File: src/rtl/filt_fir_seq_ctrl_if.sv
// Bundle of sample handshake, RAM/ROM addressing and MAC control signals
// of the serial FIR scheduler.
interface filt_fir_seq_ctrl_if #(
  parameter int gp_addr_width = 5
);
  // A sample transfers on a rising edge where i_vld & o_rdy & i_ena. The source
  // holds the sample and i_vld until o_rdy is high. i_vld may drop without a transfer.
  logic                     i_vld;
  logic                     o_rdy;
  logic                     o_smp_wr_en;
  logic [gp_addr_width-1:0] o_smp_wr_addr;
  logic [gp_addr_width-1:0] o_smp_rd_addr;
  logic [gp_addr_width-1:0] o_coeff_addr;
  logic                     o_mac_en;
  logic                     o_mac_clr;
  logic                     o_mac_last;
  logic                     o_tap_zero;
  logic                     o_oup_vld;
  logic                     o_busy;

  modport master (
    output i_vld,
    input  o_rdy, o_smp_wr_en, o_smp_wr_addr, o_smp_rd_addr, o_coeff_addr,
    input  o_mac_en, o_mac_clr, o_mac_last, o_tap_zero, o_oup_vld, o_busy
  );

  modport slave (
    input  i_vld,
    output o_rdy, o_smp_wr_en, o_smp_wr_addr, o_smp_rd_addr, o_coeff_addr,
    output o_mac_en, o_mac_clr, o_mac_last, o_tap_zero, o_oup_vld, o_busy
  );
endinterface

File: src/rtl/filt_fir_seq_ctrl.sv
// Tap scheduler for a serial FIR: one MAC, one sample RAM and one coefficient
// ROM are walked over N consecutive enabled cycles per accepted sample.
module filt_fir_seq_ctrl #(
  parameter int gp_coeff_length = 17,
  parameter int gp_symm         = 1,
  parameter int gp_mac_lat      = 2,
  parameter int gp_addr_width   = ($clog2(gp_coeff_length) > 1) ? $clog2(gp_coeff_length) : 1
) (
  input  logic               i_clk,
  input  logic               i_rst,
  input  logic               i_ena,
  filt_fir_seq_ctrl_if.slave bus,
  output logic [1:0]         o_dbg_state
);

  localparam int N   = gp_coeff_length;
  localparam int AW  = gp_addr_width;
  localparam int FCW = $clog2(N + 1);
  localparam int LW  = ($clog2(gp_mac_lat + 1) > 1) ? $clog2(gp_mac_lat + 1) : 1;

  localparam logic [AW-1:0]  K_LAST   = AW'(N - 1);
  localparam logic [AW-1:0]  K_HALF   = AW'((N + 1) / 2);
  localparam logic [AW:0]    N_EXT    = (AW + 1)'(N);
  localparam logic [FCW-1:0] FC_MAX   = FCW'(N);
  localparam logic [LW-1:0]  LAT_LAST = LW'(gp_mac_lat);

  typedef enum logic [1:0] {
    ST_IDLE = 2'd0,
    ST_RUN  = 2'd1,
    ST_DONE = 2'd2
  } state_t;

  state_t         state, state_nxt;
  logic [AW-1:0]  k, k_nxt;
  logic [AW-1:0]  base, base_nxt;
  logic [AW-1:0]  wp, wp_nxt;
  logic [FCW-1:0] fc, fc_nxt;
  logic [LW-1:0]  lat_cnt, lat_nxt;

  logic           accept;
  logic           run_nxt;
  logic [AW:0]    rd_sum;
  logic [AW-1:0]  rd_nxt;
  logic [AW-1:0]  coeff_nxt;

  logic           mac_en_q, mac_clr_q, mac_last_q, tap_zero_q, oup_vld_q, busy_q;
  logic [AW-1:0]  rd_addr_q, coeff_addr_q;

  assign accept = (state == ST_IDLE) && bus.i_vld && i_ena;

  // Next-state and counter updates; everything holds while i_ena is low.
  always_comb begin
    state_nxt = state;
    k_nxt     = k;
    base_nxt  = base;
    wp_nxt    = wp;
    fc_nxt    = fc;
    lat_nxt   = lat_cnt;
    if (i_ena) begin
      case (state)
        ST_IDLE: begin
          if (bus.i_vld) begin
            state_nxt = ST_RUN;
            k_nxt     = '0;
            base_nxt  = wp;
            wp_nxt    = (wp == K_LAST) ? '0 : wp + 1'b1;
            fc_nxt    = (fc == FC_MAX) ? fc : fc + 1'b1;
          end
        end
        ST_RUN: begin
          if (k == K_LAST) begin
            state_nxt = ST_DONE;
            lat_nxt   = '0;
          end else begin
            k_nxt = k + 1'b1;
          end
        end
        ST_DONE: begin
          if (lat_cnt == LAT_LAST) state_nxt = ST_IDLE;
          else                     lat_nxt   = lat_cnt + 1'b1;
        end
        default: state_nxt = ST_IDLE;
      endcase
    end
  end

  // Tap-dependent outputs are computed from the next k so they register
  // into the very cycle that tap is presented.
  always_comb begin
    run_nxt = (state_nxt == ST_RUN);
    rd_sum  = {1'b0, base_nxt} + N_EXT - {1'b0, k_nxt};
    if (rd_sum >= N_EXT) rd_sum = rd_sum - N_EXT;
    rd_nxt  = rd_sum[AW-1:0];
    if ((gp_symm != 0) && (k_nxt >= K_HALF)) coeff_nxt = K_LAST - k_nxt;
    else                                     coeff_nxt = k_nxt;
  end

  always_ff @(posedge i_clk or posedge i_rst) begin
    if (i_rst) begin
      state   <= ST_IDLE;
      k       <= '0;
      base    <= '0;
      wp      <= '0;
      fc      <= '0;
      lat_cnt <= '0;
    end else begin
      state   <= state_nxt;
      k       <= k_nxt;
      base    <= base_nxt;
      wp      <= wp_nxt;
      fc      <= fc_nxt;
      lat_cnt <= lat_nxt;
    end
  end

  always_ff @(posedge i_clk or posedge i_rst) begin
    if (i_rst) begin
      mac_en_q     <= 1'b0;
      mac_clr_q    <= 1'b0;
      mac_last_q   <= 1'b0;
      tap_zero_q   <= 1'b0;
      oup_vld_q    <= 1'b0;
      busy_q       <= 1'b0;
      rd_addr_q    <= '0;
      coeff_addr_q <= '0;
    end else if (i_ena) begin
      mac_en_q   <= run_nxt;
      mac_clr_q  <= run_nxt && (k_nxt == '0);
      mac_last_q <= run_nxt && (k_nxt == K_LAST);
      tap_zero_q <= run_nxt && (FCW'(k_nxt) >= fc_nxt);
      oup_vld_q  <= (state_nxt == ST_DONE) && (lat_nxt == LAT_LAST);
      busy_q     <= (state_nxt != ST_IDLE);
      if (run_nxt) begin
        rd_addr_q    <= rd_nxt;
        coeff_addr_q <= coeff_nxt;
      end
    end
  end

  // Strobes are masked by i_ena so a stalled cycle never counts as an operation.
  assign bus.o_rdy         = (state == ST_IDLE);
  assign bus.o_smp_wr_en   = accept;
  assign bus.o_smp_wr_addr = wp;
  assign bus.o_smp_rd_addr = rd_addr_q;
  assign bus.o_coeff_addr  = coeff_addr_q;
  assign bus.o_mac_en      = mac_en_q && i_ena;
  assign bus.o_mac_clr     = mac_clr_q;
  assign bus.o_mac_last    = mac_last_q;
  assign bus.o_tap_zero    = tap_zero_q;
  assign bus.o_oup_vld     = oup_vld_q && i_ena;
  assign bus.o_busy        = busy_q;
  assign o_dbg_state       = state;

endmodule

File: src/flat_wrapper.sv
// flat-port wrapper written by rule: the top's interface ports become plain ports
module filt_fir_seq_ctrl_flat 
#(
  parameter int gp_coeff_length = 17,
  parameter int gp_symm         = 1,
  parameter int gp_mac_lat      = 2,
  parameter int gp_addr_width   = ($clog2(gp_coeff_length) > 1) ? $clog2(gp_coeff_length) : 1
)
  (i_clk, i_rst, i_ena, o_dbg_state, bus_i_vld, bus_o_rdy, bus_o_smp_wr_en, bus_o_smp_wr_addr, bus_o_smp_rd_addr, bus_o_coeff_addr, bus_o_mac_en, bus_o_mac_clr, bus_o_mac_last, bus_o_tap_zero, bus_o_oup_vld, bus_o_busy);
  filt_fir_seq_ctrl_if #(.gp_addr_width(gp_addr_width)) bus_i ();
  input  logic i_clk;
  input  logic i_rst;
  input  logic i_ena;
  output logic [1:0] o_dbg_state;
  input wire logic [$bits(bus_i.i_vld)-1:0] bus_i_vld;
  output wire logic [$bits(bus_i.o_rdy)-1:0] bus_o_rdy;
  output wire logic [$bits(bus_i.o_smp_wr_en)-1:0] bus_o_smp_wr_en;
  output wire logic [$bits(bus_i.o_smp_wr_addr)-1:0] bus_o_smp_wr_addr;
  output wire logic [$bits(bus_i.o_smp_rd_addr)-1:0] bus_o_smp_rd_addr;
  output wire logic [$bits(bus_i.o_coeff_addr)-1:0] bus_o_coeff_addr;
  output wire logic [$bits(bus_i.o_mac_en)-1:0] bus_o_mac_en;
  output wire logic [$bits(bus_i.o_mac_clr)-1:0] bus_o_mac_clr;
  output wire logic [$bits(bus_i.o_mac_last)-1:0] bus_o_mac_last;
  output wire logic [$bits(bus_i.o_tap_zero)-1:0] bus_o_tap_zero;
  output wire logic [$bits(bus_i.o_oup_vld)-1:0] bus_o_oup_vld;
  output wire logic [$bits(bus_i.o_busy)-1:0] bus_o_busy;
  assign bus_i.i_vld = bus_i_vld;
  assign bus_o_rdy = bus_i.o_rdy;
  assign bus_o_smp_wr_en = bus_i.o_smp_wr_en;
  assign bus_o_smp_wr_addr = bus_i.o_smp_wr_addr;
  assign bus_o_smp_rd_addr = bus_i.o_smp_rd_addr;
  assign bus_o_coeff_addr = bus_i.o_coeff_addr;
  assign bus_o_mac_en = bus_i.o_mac_en;
  assign bus_o_mac_clr = bus_i.o_mac_clr;
  assign bus_o_mac_last = bus_i.o_mac_last;
  assign bus_o_tap_zero = bus_i.o_tap_zero;
  assign bus_o_oup_vld = bus_i.o_oup_vld;
  assign bus_o_busy = bus_i.o_busy;
  filt_fir_seq_ctrl #(.gp_coeff_length(gp_coeff_length), .gp_symm(gp_symm), .gp_mac_lat(gp_mac_lat), .gp_addr_width(gp_addr_width)) u_core (.i_clk(i_clk), .i_rst(i_rst), .i_ena(i_ena), .bus(bus_i), .o_dbg_state(o_dbg_state));
endmodule
File: config.mk
export PLATFORM = sky130hd
export DESIGN_NAME = filt_fir_seq_ctrl_flat
export DESIGN_NICKNAME = d
export VERILOG_FILES = /design/src/rtl/filt_fir_seq_ctrl_if.sv /design/src/rtl/filt_fir_seq_ctrl.sv /design/src/flat_wrapper.sv
export SDC_FILE = /design/constraint.sdc
export NUM_CORES = 1
export LEC_CHECK = 0
export BUFFER_PORTS_ARGS = -buffer_cell sky130_fd_sc_hd__buf_2
export CAP_MARGIN = 20
export CELL_PAD_IN_SITES_DETAIL_PLACEMENT = 0
export CELL_PAD_IN_SITES_GLOBAL_PLACEMENT = 1
export CORE_MARGIN = 5
export CORE_UTILIZATION = 40
export CTS_CLUSTER_DIAMETER = 80
export DETAILED_ROUTE_END_ITERATION = 12
export MAX_ROUTING_LAYER = met4
export PLACE_DENSITY_LB_ADDON = 0.15
export REMOVE_ABC_BUFFERS = 1
export SLEW_MARGIN = 20
export SYNTH_ARGS = -nofsm -noshare
export SYNTH_HDL_FRONTEND = slang
export SYNTH_SLANG_ARGS = --single-unit
File: constraint.sdc
create_clock -name i_clk -period 4.2 [get_ports i_clk]
set_input_delay 0.21 -clock i_clk [delete_from_list [all_inputs] [get_ports i_clk]]
set_output_delay 0.21 -clock i_clk [all_outputs]
set_load 0.05 [all_outputs]
==> flow_summary.yaml <==
placement:
  place_area_mm2: 0.00282
  io_buffers: 28
  dp_cells: 369
  globalplace.congestion: 0.802
  dp_hpwl_mm: 4.22
cts:
  insertion_delay_ps: 290
  path_clk_slew_ps: 80
  clock-sinks: 40
  cts-root-buf: "clkbuf_8"
  cts-htree-levels: 2
  cts_tree: "done"
  cts_made_buffers: 5
  cts_buffer_depth: 2
timing:
  maxSlewHeadroom_pct: 48.5
  rsz0062_at_grt: "no"
  slew_violations: 0
  worst_slew_pin_slew_ps: 772
  fin_crit_sh_pct: 88.7
  fin_tns_setup_ps: 0
  holdWs_ps: 33.9
  final-setup-viol-count: 0
  skew_ps: 5.85
  period_needed_ps: 3730
  max_freq_ghz: 0.268
  hold_viol_final: 0
worst_setup_path:
  rr_startpoint: "u_core.o_dbg_state[1]"
  cp_num_buf_inv: 4
  crit_chain: "inv_1 > ha_1 > mux2_4 > nand2_2 > a21boi_1 > inv_1 > ha_1 > inv_1 > ha_1 > inv_1 > fa_1 > nor2b_1 > o21ai_0 > nor3b_1 > o22a_1 > or3_1 > a31oi_1"
  reg2reg_depth: 17
  crit_path_start_kind: "flop"
  crit_slowest_cell: "dfrtp_1"
  r2r_end: "u_core.bus.o_smp_rd_addr[3]"
  critical_path_class: "flop to flop"
  worstPathMaxFanout: 8
  critPathMaxStageDelay_ps: 460
  crit_top_cell: "inv_1"
  critPathRequiredTime_ps: 4410
  cp_data_arrival_time_ps: 3940
  end_kind: "flop"
  cpLargestDelayFamily: "adder cells"
  rrSetupSlack_ps: 470
synth:
  synth_compound_area_share_pct: 16.8
  yosysTopAreaCell: "dfrtp_1"
  synth_common_cells: "dfrtp_1, inv_1, ha_1"
  ys_types: 56
  synth_edf_count: 0
  syn_area_per_cell_um2: 9.83
  async_flop_share_pct: 100
  yosysWarnings: 0
  synth_mux_area_share_pct: 1.95
  synth_top_area_share_pct: 39.0
  synth_cells: 261
  synth_xor_area_share_pct: 3.41
  yosysMostFrequentCell: "dfrtp_1"
  synth.yosys.seq_area_share_pct: 39.0
  synth_top_flop_cell: "dfrtp_1"
  synth_top_family_by_area: "compound AO/OA/AOI/OAI gates"
  synthAdderAreaFrac_pct: 16.4
  synth_area_mm2: 0.00256
  synth_simple_gate_area_share_pct: 16.4
  synthTopCellsByArea: "dfrtp_1, ha_1, inv_1"
  synth_seq_cells: 40
worst_hold_path:
  hold_class: "input port to asynchronous set/reset pin"
finish:
  fin_nets: 336
  antenna_cells: 0
  drive_gt1_share_pct: 18.4
  final_cell_count_no_fill: 376
  syn_to_final_growth_pct: 13.5
  fin_area_mm2: 0.00291
  n_fill_cell: 645
global_route:
  grt_pass1_vias: 1984
  grt_pass1_wl_mm: 9.67
  overflow: 0
  grt_util_all_layers_pct: 14.8
  grt_max_degree: 41
  antenna_found_initial: 0
drt:
  ant_nets: 0
  first_pass_iters: 4
  vias: 1927
  drt-total-wl_mm: 5.62
  routed_via_density: 5.13
  routedWlPerCell_um: 14.9
  drc_errors: 0
  drtIter0Drc: 64
floorplan:
  die_x_um: 90.1
  row_count: 29
  coreArea_mm2: 0.00628
  die_h_um: 90.1
  num_io_pins: 29
  start_util_pct: 40.9
  dieArea_mm2: 0.00811
run_status:
  status: "complete, no violations"
flow_run:
  maxCapViolCount: 0
placed cells by master, fill, tap and decap left out, types with 5 or more instances in the layout:
cell type / n
dfrtp_1: 40
o21ai_1: 5
o21ai_0: 7
a21oi_1: 10
nor2b_1: 6
nand2_1: 29
a21o_1: 6
nor2_1: 8
inv_1: 33
clkbuf_8: 5
nand3_1: 6
buf_4: 7
buf_2: 28
xor2_1: 5
nor3_1: 5
ha_1: 31
layout make-up:
class | instances | area, um^2 | share of cell area [%]
flip-flops and latches | 40 | 1000 | 34.4
clock inverters | 1 | 5.00 | 0.172
well taps | 77 | 96.3 | 3.31
clock buffers | 6 | 72.6 | 2.49
multi-input cells | 184 | 1420 | 48.8
repair buffers | 35 | 193 | 6.62
inverters | 33 | 124 | 4.26
sequential cells by signal, indices dropped and copies added (netlist names):
name,flops
u_core.bus.o_tap_zero,1
u_core.bus.o_mac_last,1
u_core.o_dbg_state,2
u_core.lat_cnt,2
u_core.bus.o_busy,1
u_core.fc,5
u_core.mac_en_q,1
u_core.bus.o_mac_clr,1
u_core.k,5
u_core.bus.o_smp_wr_addr,5
u_core.oup_vld_q,1
u_core.base,5
u_core.bus.o_coeff_addr,5
u_core.bus.o_smp_rd_addr,5
through the flow:
stage,setup slack (ps),utilization [%]
6_report,474,46.4
5_1_grt,90.1,46.4
4_1_cts,438,46.2
3_5_place_dp,467,45.0
3_3_place_gp,528,45.0
2_1_floorplan,-268,-
logic make-up after synthesis:
logic type / Yosys count
and+or+nand+nor: 78
AOI/OAI and AO/OA: 59
DFF: 40
buffers and inverters: 37
adders and majority gates: 33
xor gates and xnor gates: 10
muxes: 4
worst max path at each step:
stage | startpoint | to | cells after the start
final | u_core.o_dbg_state[1] | u_core.bus.o_smp_rd_addr[3] | 17
after global routing | u_core.o_dbg_state[1] | u_core.bus.o_smp_rd_addr[3] | 17
after CTS | u_core.o_dbg_state[1] | u_core.bus.o_smp_rd_addr[3] | 17
after detailed placement | u_core.o_dbg_state[1] | u_core.bus.o_smp_rd_addr[3] | 17
after global placement | u_core.o_dbg_state[1] | u_core.bus.o_smp_rd_addr[3] | 17
after floorplan | u_core.o_dbg_state[0] | u_core.bus.o_smp_rd_addr[3] | 16
worst register-to-register path: stages (launching register included):
cell	delay, ps
dfrtp_1	460
inv_1	120
ha_1	270
mux2_4	330
nand2_2	130
a21boi_1	90
inv_1	140
ha_1	240
inv_1	60
ha_1	150
inv_1	50
fa_1	410
nor2b_1	120
o21ai_0	100
nor3b_1	170
o22a_1	280
or3_1	370
a31oi_1	160
metal layers:
layer	global-route usage (%)	vias to the layer above	routed length [um]
met3	2.75	7	129
met5	-	-	0
met2	23.8	20	2570
met1	19.0	914	2830
li1	-	986	-
met4	4.47	0	81
repair_timing:
action / in CTS / in global routing
gates resized for setup: 0 / 3
hold buffers: 0 / 0
buffers inserted: 0 / 0
setup endpoints to repair: 0 / 2
Power is not shown: default switching activity piles up to over one toggle a cycle in this logic, so the estimate is an artifact.
